===== config.mk =====
export PLATFORM = sky130hd
export DESIGN_NAME = dcache_req_arbiter
export DESIGN_NICKNAME = d
export VERILOG_FILES = /design/src/rtl/drac_pkg.sv /design/src/rtl/hpdcache_pkg.sv /design/src/rtl/dcache_req_arbiter_rr.sv /design/src/rtl/dcache_req_arbiter.sv
export SDC_FILE = /design/constraint.sdc
export NUM_CORES = 1
export LEC_CHECK = 0
export CORE_AREA = 8 8 266 268
export CTS_CLUSTER_SIZE = 10
export DETAILED_ROUTE_END_ITERATION = 7
export DIE_AREA = 0 0 274 276
export DONT_BUFFER_PORTS = 1
export GPL_TIMING_DRIVEN = 0
export PLACE_DENSITY = 0.59
export SLEW_MARGIN = 0
export SYNTH_ARGS = -nofsm -noshare
export SYNTH_HDL_FRONTEND = slang
export SYNTH_SLANG_ARGS = --single-unit

===== constraint.sdc =====
create_clock -name clk_i -period 7.1 [get_ports clk_i]
set_clock_uncertainty 0.2 [all_clocks]
set_input_delay 1.775 -clock clk_i [delete_from_list [all_inputs] [get_ports clk_i]]
set_output_delay 1.775 -clock clk_i [all_outputs]
set_load 0.01 [all_outputs]

===== src/rtl/drac_pkg.sv =====
// drac_pkg: core-side constants and types shared by the dcache request arbiter.
//   arb_state_t     drain FSM encoding (RUN, DRAIN, DONE)
//   DCACHE_NUM_REQ  number of dcache requesters (LSU, PTW, debug/flush)
//   DCACHE_TID_W    transaction tag width tracked by the arbiter
//   rr_wrap_inc     round-robin pointer advance with wrap
package drac_pkg;

    localparam int unsigned DCACHE_NUM_REQ      = 3;
    localparam int unsigned DCACHE_TID_W        = 7;
    localparam int unsigned DCACHE_MAX_INFLIGHT = 16;

    typedef enum logic [1:0] {
        RUN   = 2'd0,
        DRAIN = 2'd1,
        DONE  = 2'd2
    } arb_state_t;

    function automatic int unsigned rr_wrap_inc(input int unsigned idx, input int unsigned n);
        return (idx + 1 >= n) ? 0 : idx + 1;
    endfunction

endpackage


===== src/rtl/hpdcache_pkg.sv =====
// hpdcache_pkg: request/response payload types of the HPDC core request port.
// Only the fields the request arbiter and its neighbours rely on are modelled:
// the arbiter rewrites sid and routes on tid, everything else passes through.
package hpdcache_pkg;

    localparam int unsigned HPDCACHE_PA_WIDTH          = 40;
    localparam int unsigned HPDCACHE_WORD_WIDTH        = 64;
    localparam int unsigned HPDCACHE_REQ_TRANS_ID_WIDTH = 8;
    localparam int unsigned HPDCACHE_REQ_SRC_ID_WIDTH  = 3;

    typedef struct packed {
        logic [HPDCACHE_PA_WIDTH-1:0]           addr;
        logic [HPDCACHE_WORD_WIDTH-1:0]         wdata;
        logic [3:0]                             op;
        logic [HPDCACHE_WORD_WIDTH/8-1:0]       be;
        logic [2:0]                             size;
        logic [HPDCACHE_REQ_SRC_ID_WIDTH-1:0]   sid;
        logic [HPDCACHE_REQ_TRANS_ID_WIDTH-1:0] tid;
        logic                                   need_rsp;
        logic                                   uncacheable;
    } hpdcache_req_t;

    typedef struct packed {
        logic [HPDCACHE_WORD_WIDTH-1:0]         rdata;
        logic [HPDCACHE_REQ_SRC_ID_WIDTH-1:0]   sid;
        logic [HPDCACHE_REQ_TRANS_ID_WIDTH-1:0] tid;
        logic                                   error;
        logic                                   aborted;
    } hpdcache_rsp_t;

endpackage


===== src/rtl/dcache_req_arbiter_rr.sv =====
// rr_arbiter: combinational round-robin pick.
// Returns the first set bit of mask scanning upward from ptr, wrapping modulo N.
//   mask   candidate bitmap
//   ptr    index with highest priority this cycle
//   valid  at least one candidate
//   idx    index of the winning candidate (0 when valid=0)
module rr_arbiter #(
    parameter int unsigned N     = 3,
    parameter int unsigned IDX_W = (N > 1) ? $clog2(N) : 1
) (
    input  logic [N-1:0]     mask,
    input  logic [IDX_W-1:0] ptr,
    output logic             valid,
    output logic [IDX_W-1:0] idx
);

    always_comb begin
        logic [IDX_W-1:0] cand;
        valid = 1'b0;
        idx   = '0;
        cand  = '0;
        for (int unsigned off = 0; off < N; off++) begin
            cand = IDX_W'((32'(ptr) + off) % N);
            if (!valid && mask[cand]) begin
                valid = 1'b1;
                idx   = cand;
            end
        end
    end

endmodule


===== src/rtl/dcache_req_arbiter.sv =====
// dcache_req_arbiter: shares the HPDC core request port between NUM_REQ
// requesters (0 = dcache_interface, then PTW, then debug/flush engine).
// Round-robin grant that only advances on an accepted request, a pending/owner
// table indexed by transaction tag that routes responses back to the issuer,
// and a drain FSM so fences/flushes can wait for zero transactions in flight.
//
// Ports:
//   clk_i, rstn_i       clock, asynchronous active-low reset
//   req_valid_i/req_i   per-requester request (tag in req_i[n].tid[TID_W-1:0])
//   req_ready_o         one-hot accept for the granted requester
//   core_req_valid_o    request valid towards HPDC
//   req_dcache_o        granted payload with sid replaced by requester index
//   dcache_ready_i      HPDC accepts the request
//   dcache_valid_i      HPDC response valid
//   rsp_dcache_i        HPDC response payload
//   rsp_valid_o         one-hot response valid to the owning requester
//   rsp_o               response payload broadcast to all requesters
//   drain_i             level request to stop granting and drain
//   drain_done_o        high while drained
//   inflight_o          outstanding transaction count
//
// Optional: define DCACHE_ARB_CHECK_EN to compile in simulation-only protocol
// checks (send on pending tag, response on idle tag, count over/underflow,
// unstable request while stalled); each is fatal.
module dcache_req_arbiter
    import drac_pkg::*;
    import hpdcache_pkg::*;
#(
    parameter int unsigned NUM_REQ      = DCACHE_NUM_REQ,
    parameter int unsigned TID_W        = DCACHE_TID_W,
    parameter int unsigned MAX_INFLIGHT = DCACHE_MAX_INFLIGHT
) (
    input  logic                            clk_i,
    input  logic                            rstn_i,
    input  logic [NUM_REQ-1:0]              req_valid_i,
    input  hpdcache_req_t [NUM_REQ-1:0]     req_i,
    output logic [NUM_REQ-1:0]              req_ready_o,
    output logic                            core_req_valid_o,
    output hpdcache_req_t                   req_dcache_o,
    input  logic                            dcache_ready_i,
    input  logic                            dcache_valid_i,
    input  hpdcache_rsp_t                   rsp_dcache_i,
    output logic [NUM_REQ-1:0]              rsp_valid_o,
    output hpdcache_rsp_t                   rsp_o,
    input  logic                            drain_i,
    output logic                            drain_done_o,
    output logic [$clog2(MAX_INFLIGHT):0]   inflight_o
);

    localparam int unsigned IDX_W = (NUM_REQ > 1) ? $clog2(NUM_REQ) : 1;
    localparam int unsigned DEPTH = 2 ** TID_W;
    localparam int unsigned CNT_W = $clog2(MAX_INFLIGHT) + 1;

    logic [IDX_W-1:0] rr_ptr;
    logic [IDX_W-1:0] winner;
    logic [DEPTH-1:0] pending;
    logic [IDX_W-1:0] owner [DEPTH];
    logic [CNT_W-1:0] inflight;
    arb_state_t       state;
    arb_state_t       state_next;

    logic [NUM_REQ-1:0] eligible;
    logic               can_issue;
    logic               grant_valid;
    logic               send;
    logic               rsp_hit;
    logic [TID_W-1:0]   send_tid;
    logic [TID_W-1:0]   rsp_tid;

    // ------------------------------------------------------------------
    // Eligibility and grant
    // ------------------------------------------------------------------
    assign can_issue = (inflight < CNT_W'(MAX_INFLIGHT)) && (state == RUN);

    always_comb begin
        eligible = '0;
        for (int unsigned n = 0; n < NUM_REQ; n++) begin
            eligible[n] = req_valid_i[n] && !pending[req_i[n].tid[TID_W-1:0]] && can_issue;
        end
    end

    rr_arbiter #(
        .N     (NUM_REQ),
        .IDX_W (IDX_W)
    ) u_rr_arbiter (
        .mask  (eligible),
        .ptr   (rr_ptr),
        .valid (grant_valid),
        .idx   (winner)
    );

    always_comb begin
        req_dcache_o     = req_i[winner];
        req_dcache_o.sid = HPDCACHE_REQ_SRC_ID_WIDTH'(winner);
    end

    assign core_req_valid_o = grant_valid;
    assign send             = grant_valid && dcache_ready_i;
    assign send_tid         = req_dcache_o.tid[TID_W-1:0];

    always_comb begin
        req_ready_o = '0;
        if (send) begin
            req_ready_o[winner] = 1'b1;
        end
    end

    // ------------------------------------------------------------------
    // Response routing; responses to idle tags are dropped
    // ------------------------------------------------------------------
    assign rsp_tid = rsp_dcache_i.tid[TID_W-1:0];
    assign rsp_hit = dcache_valid_i && pending[rsp_tid];
    assign rsp_o   = rsp_dcache_i;

    always_comb begin
        rsp_valid_o = '0;
        if (rsp_hit) begin
            rsp_valid_o[owner[rsp_tid]] = 1'b1;
        end
    end

    // ------------------------------------------------------------------
    // State: pending table, round-robin pointer, in-flight count, FSM
    // ------------------------------------------------------------------
    always_ff @(posedge clk_i or negedge rstn_i) begin
        if (!rstn_i) begin
            pending  <= '0;
            rr_ptr   <= '0;
            inflight <= '0;
            state    <= RUN;
        end else begin
            // A tag being answered is still pending, so it can never be the
            // tag being sent in the same cycle; clear and set never collide.
            if (rsp_hit) begin
                pending[rsp_tid] <= 1'b0;
            end
            if (send) begin
                pending[send_tid] <= 1'b1;
                rr_ptr            <= IDX_W'(rr_wrap_inc(32'(winner), NUM_REQ));
            end
            case ({send, rsp_hit})
                2'b10:   inflight <= inflight + CNT_W'(1);
                2'b01:   inflight <= inflight - CNT_W'(1);
                default: inflight <= inflight;
            endcase
            state <= state_next;
        end
    end

    always_ff @(posedge clk_i or negedge rstn_i) begin
        if (!rstn_i) begin
            for (int unsigned t = 0; t < DEPTH; t++) begin
                owner[t] <= '0;
            end
        end else if (send) begin
            owner[send_tid] <= winner;
        end
    end

    always_comb begin
        state_next = state;
        case (state)
            RUN: begin
                if (drain_i) begin
                    state_next = DRAIN;
                end
            end
            DRAIN: begin
                if (!drain_i) begin
                    state_next = RUN;
                end else if ((inflight == '0) && !send) begin
                    state_next = DONE;
                end
            end
            DONE: begin
                if (!drain_i) begin
                    state_next = RUN;
                end
            end
            default: state_next = RUN;
        endcase
    end

    assign drain_done_o = (state == DONE);
    assign inflight_o   = inflight;

`ifdef DCACHE_ARB_CHECK_EN
    logic             stalled_q;
    logic [IDX_W-1:0] stalled_idx_q;
    hpdcache_req_t    stalled_req_q;

    always_ff @(posedge clk_i or negedge rstn_i) begin
        if (!rstn_i) begin
            stalled_q     <= 1'b0;
            stalled_idx_q <= '0;
            stalled_req_q <= '0;
        end else begin
            stalled_q     <= grant_valid && !dcache_ready_i;
            stalled_idx_q <= winner;
            stalled_req_q <= req_i[winner];

            if (send && pending[send_tid]) begin
                $display("dcache_req_arbiter: send on pending tid=%0h time=%0t", send_tid, $time);
                $fatal(1, "dcache_req_arbiter: send on pending tag");
            end
            if (dcache_valid_i && !pending[rsp_tid]) begin
                $display("dcache_req_arbiter: response on idle tid=%0h time=%0t", rsp_tid, $time);
                $fatal(1, "dcache_req_arbiter: response on idle tag");
            end
            if (send && !rsp_hit && (inflight == CNT_W'(MAX_INFLIGHT))) begin
                $display("dcache_req_arbiter: inflight overflow tid=%0h time=%0t", send_tid, $time);
                $fatal(1, "dcache_req_arbiter: inflight overflow");
            end
            if (rsp_hit && !send && (inflight == '0)) begin
                $display("dcache_req_arbiter: inflight underflow tid=%0h time=%0t", rsp_tid, $time);
                $fatal(1, "dcache_req_arbiter: inflight underflow");
            end
            if (stalled_q && (!req_valid_i[stalled_idx_q] || (req_i[stalled_idx_q] != stalled_req_q))) begin
                $display("dcache_req_arbiter: unstable stalled request tid=%0h time=%0t",
                         stalled_req_q.tid, $time);
                $fatal(1, "dcache_req_arbiter: requester changed request while stalled");
            end
        end
    end
`endif

endmodule


# Word level (Yosys, flattened, before mapping)
# Cells that the tools add are included.
# totals
out_inout_bits,222
word_cells,245
reg_bits,393
inputBits,481
# classes
n_lt_le_gt_ge,19
reduce_logical,27
eq_ne,7
bitwise,5
n_mux,47
add_sub_neg,5
div,3
# ops
op,n
binary-select mux 132 bit (select 2 bit),1
bitwise mux 256 bit,1
2-to-1 mux 128 bit,2
2-to-1 mux 132 bit,1
AND 128 bit,1
inverter 128 bit,1
OR 128 bit,1
modulo 32 x 2 -> 32 bit (second input constant),2
< comparator 7 x 8 -> 1 bit (second input constant),5
modulo 2 x 2 -> 32 bit (second input constant),1
binary-select mux 1 bit (select 7 bit),4
2-to-1 mux 2 bit,11
logical AND 1 bit,17
greater-or-equal comparator 8 bit (second input constant),2
inverter 7 -> 8 bit,2
< comparator 2 x 3 -> 1 bit (second input constant),5
binary-select mux 2 bit (select 7 bit),1
demux 1 bit (select 7 bit),2
demux 2 bit (select 7 bit),1
greater-or-equal comparator 7 x 1 -> 1 bit (second input constant),2
2-to-1 mux 1 bit,14
case mux 5 bit (2 select lines),1
< comparator 8 x 1 -> 1 bit (second input constant),1
adder 2 x 1 -> 3 bit (second input constant),2
other kinds (19),32

# Logic depth before layout (Yosys ltp)
# depth
depth_word,22
ltp_mapped,22
mapped_depth_nobuf,18

# Modules after synthesis
# From an unflattened synthesis, not the netlist that was laid out.
# unflattened
hier_cells,2295
area_unflattened_um2,25212.9
# modules_own_cells
module,area_each_um2,cells_each,seq_area_each_um2,instances
dcache_req_arbiter,24961.4,2263,9834.4,1
rr_arbiter,251.5,32,0.0,1

# Worst setup path after synthesis
# Ideal clock, no wire load.
# synth_timing
path_type,input -> output
start,input req_i[266] (netlist name)
end,output req_dcache_o[122] (netlist name)
n_path_buf,6
path_stages,16
arrival_ns,5.298
required_ns,5.125
setup_slack_ns,-0.173
cell_sequence,buf_4 buf_6 mux2i_1 a22o_1 a2111oi_0 a2111oi_0 o32a_1 o211a_1 a2111oi_2 and2_1 buf_2 clkbuf_1 clkbuf_1 clkbuf_1 a22oi_1 nand2_1
# synth_rtl
element,line,source
"start, declared",dcache_req_arbiter.sv:36,"input hpdcache_req_t [NUM_REQ-1:0] req_i,"
"end, declared",dcache_req_arbiter.sv:39,"output hpdcache_req_t req_dcache_o,"

==> results.json <==
{
  "wirelength_mm": 167,
  "coreArea_um2": 66600,
  "cp-start-kind": "primary input",
  "dpl_cell_area_um2": 25600,
  "syn_avg_cell_area_um2": 10.2,
  "slew_headroom": 0.0964,
  "cts.sinks": 393,
  "power.leakage_nw": 14.0,
  "insertion_delay_ps": 620,
  "synth_top_cell_by_area": "dfrtp_1",
  "stdcell_area_um2": 31300,
  "clk_path_buf_depth": 3,
  "r2r_end": "owner[92]",
  "fin_crit_ps": 7320,
  "hold_violations": 0,
  "holdPathEnd": "owner[139]",
  "ctsHtreeMaxLevel": 2,
  "path_class": "primary input to output port",
  "ys.flop_type": "dfrtp_1",
  "path_delay_family": "buffers and inverters",
  "die_width_um": 274,
  "area_growth_pct": 28.2,
  "firstDrtPassIters": 6,
  "syn_area_um2": 24400,
  "endpoint_kind": "output port",
  "initial_utilization": 0.367,
  "track_usage": 0.414,
  "grt_pass1_wl_mm": 214,
  "fmax_mhz": 137,
  "worst-path-stages": 15,
  "ys_seq_elements": 393,
  "synth_cells": 2384,
  "worstSetupStartpoint": "req_i[267]",
  "reg2reg_from": "pending[15]",
  "crit_buf_inv": 7,
  "antenna_found_initial": 53,
  "row_count": 95,
  "drt_iter0_drc": 3154,
  "dpl.hpwl_mm": 136,
  "vdd_drop_max_mv": 0.238,
  "crit_fanout": 10,
  "synth_nets": 2872,
  "slowest_delay_ps": 410,
  "die_h_um": 276,
  "hold_class": "flop to flop",
  "cellPowerDensity_nw_per_um2": 342,
  "maxSlewViolCount": 0,
  "cts_root_buf": "clkbuf_16",
  "die-area_um2": 75600,
  "pre_cts_slack_ps": -2860,
  "crit_chain": "buf_6 -> buf_12 -> buf_8 -> mux4_2 -> mux2i_4 -> o2111ai_2 -> a32oi_2 -> o211ai_1 -> a2111oi_4 -> buf_6 -> buf_8 -> buf_6 -> mux2_2 -> mux2i_4 -> clkinvlp_4",
  "fin_nets": 3006,
  "finalSetupViolCount": 100,
  "rsz0062_at_grt": "yes",
  "synth_top_area_frac": 0.403,
  "critPathArrivalTime_ps": 5340,
  "r2r_cells": 16,
  "numPortBuffers": 0,
  "power.total_mw": 10.7,
  "finalCritPeriodShare": 1.03,
  "cts_hold_buf": 0,
  "grt_pass1_vias": 21961,
  "max-cap-violations": 0,
  "cts_tree": "yes",
  "yosys.cell_types.count": 74,
  "hold_slack_ps": 288,
  "ys_top_cells_by_area": "dfrtp_1, mux2_1, a22oi_1",
  "r2r_slack_ps": 940,
  "violations": "negative setup slack",
  "drcViolationCount": 0,
  "synth_edf_count": 0,
  "hp-start": "owner[139]",
  "drive_gt1_frac": 0.370,
  "worstPathRequired_ps": 5120,
  "async_reset_ff_frac": 1.00,
  "worst_slack_ps": -219,
  "routed_via_density": 6.73,
  "critPathSlowestCell": "a2111oi_4",
  "globalRoute.totalOverflow": 0,
  "boundaryPins": 703,
  "status": "complete, but fails checks",
  "gp_routability_congestion": 1.03,
  "ant_nets": 0,
  "ys_warn_count": 0,
  "wl_per_cell_um": 48.4,
  "grt_max_degree": 394,
  "via_count": 23176,
  "hold_depth": 1,
  "utilization": 0.470,
  "crit_top_cell": "buf_6",
  "worstMarginPinSlew_ps": 1340,
  "clk_pin_slew_worst_paths_ps": 50,
  "yosysSeqAreaShare": 0.403,
  "numCtsBuffers": 47
}
metal layers:
layer  vias to the layer above  GRT usage  part of all wire
met1                     12027      0.493              0.36
met5                         -          0          0.000090
li1                       9129          -                 -
met2                      1639      0.634              0.44
met3                       379      0.158              0.12
met4                         2      0.241             0.071
flip-flops by register name, indices dropped and copies added, names as in the netlist:
name / count
rr_ptr: 2
inflight_o: 5
state: 2
pending: 128
owner: 256
worst max path at each step:
stage,end
floorplan,req_dcache_o[122]
global placement,req_ready_o[2]
detailed placement,req_ready_o[2]
CTS,req_dcache_o[111]
global route,req_dcache_o[7]
finish,req_dcache_o[3]
what timing repair did:
item	4_1_cts	5_1_grt
buffers inserted	32	24
endpoints found under the setup margin	524	246
pin swaps	114	191
gates resized for setup	577	366
gates cloned	6	24
area by class of cell:
type	count	area (um2)
Fill cell	6241	35300
Multi-Input combinational cell	1721	15400
Sequential cell	393	9830
Buffer	252	2310
Clock buffer	58	1240
Timing Repair Buffer	86	1110
Tap cell	873	1090
Antenna cell	39	97.6
Clock inverter	6	92.6
Inverter	16	86.3
Timing Repair inverter	1	5.00
placed cells by master, fill, tap and decap left out, drive strengths merged, types with 4 or more instances in the layout:
cell / n
nand2: 463
dfrtp: 393
nor4b: 7
a22oi: 248
mux2i: 68
a221oi: 47
nand4: 24
a211oi: 4
nor2b: 16
and3b: 4
nand3: 18
a22o: 40
inv: 18
a21o: 4
nor4: 24
mux2: 279
a31oi: 26
and2: 55
nor3b: 5
mux4: 64
clkbuf: 167
buf: 226
o21ai: 142
o22ai: 9
and3: 4
a221o: 4
ha: 6
a2111oi: 5
a21oi: 19
nand2b: 52
diode: 39
nor2: 23
nor3: 14
o211ai: 10
stage by stage:
step / cells / TNS, ps
global route: 3440 / -8890
detailed placement: 3259 / -1013080
finish: 3445 / -4540
CTS: 3361 / -7190
global placement: 3257 / -1129610
floorplan: 2384 / 0
worst register-to-register path, stage by stage, from the launching register on:
cell        delay, ps
dfrtp_1           460
mux4_2            500
mux4_2            500
o21ai_1           150
o32a_1            290
o211ai_1          190
a2111oi_4         410
buf_6             150
buf_8             100
buf_6             120
mux2_2            360
mux2i_4           270
clkinvlp_4        380
nor4_4            570
clkbuf_1          620
and2_1            390
mux2_1            360
power breakdown:
part	switching (mW)	internal, mW
Combinational	3.04	2.10
Sequential	0.679	2.64
Clock	0.975	1.26
cells by family after synthesis:
kind of cell,after synthesis,synth area share
other,1,0.000154
AOI/OAI and AO/OA,578,0.172
buffers and inverters,270,0.0577
muxes,411,0.216
and+or+nand+nor,719,0.146
xor gates and xnor gates,5,0.00179
adders and majority gates,7,0.00390
DFF,393,0.403
synth_stat cells (42+ instances only):
| cell | number |
|---|---|
| a221oi_1 | 42 |
| a22oi_1 | 248 |
| and2_1 | 54 |
| buf_4 | 89 |
| clkbuf_1 | 130 |
| dfrtp_1 | 393 |
| mux2_1 | 177 |
| mux2_2 | 102 |
| mux2i_1 | 68 |
| mux4_2 | 64 |
| nand2_1 | 441 |
| nand2b_1 | 52 |
| o21ai_0 | 142 |
Note: power is estimated with default switching activity, not from simulation.
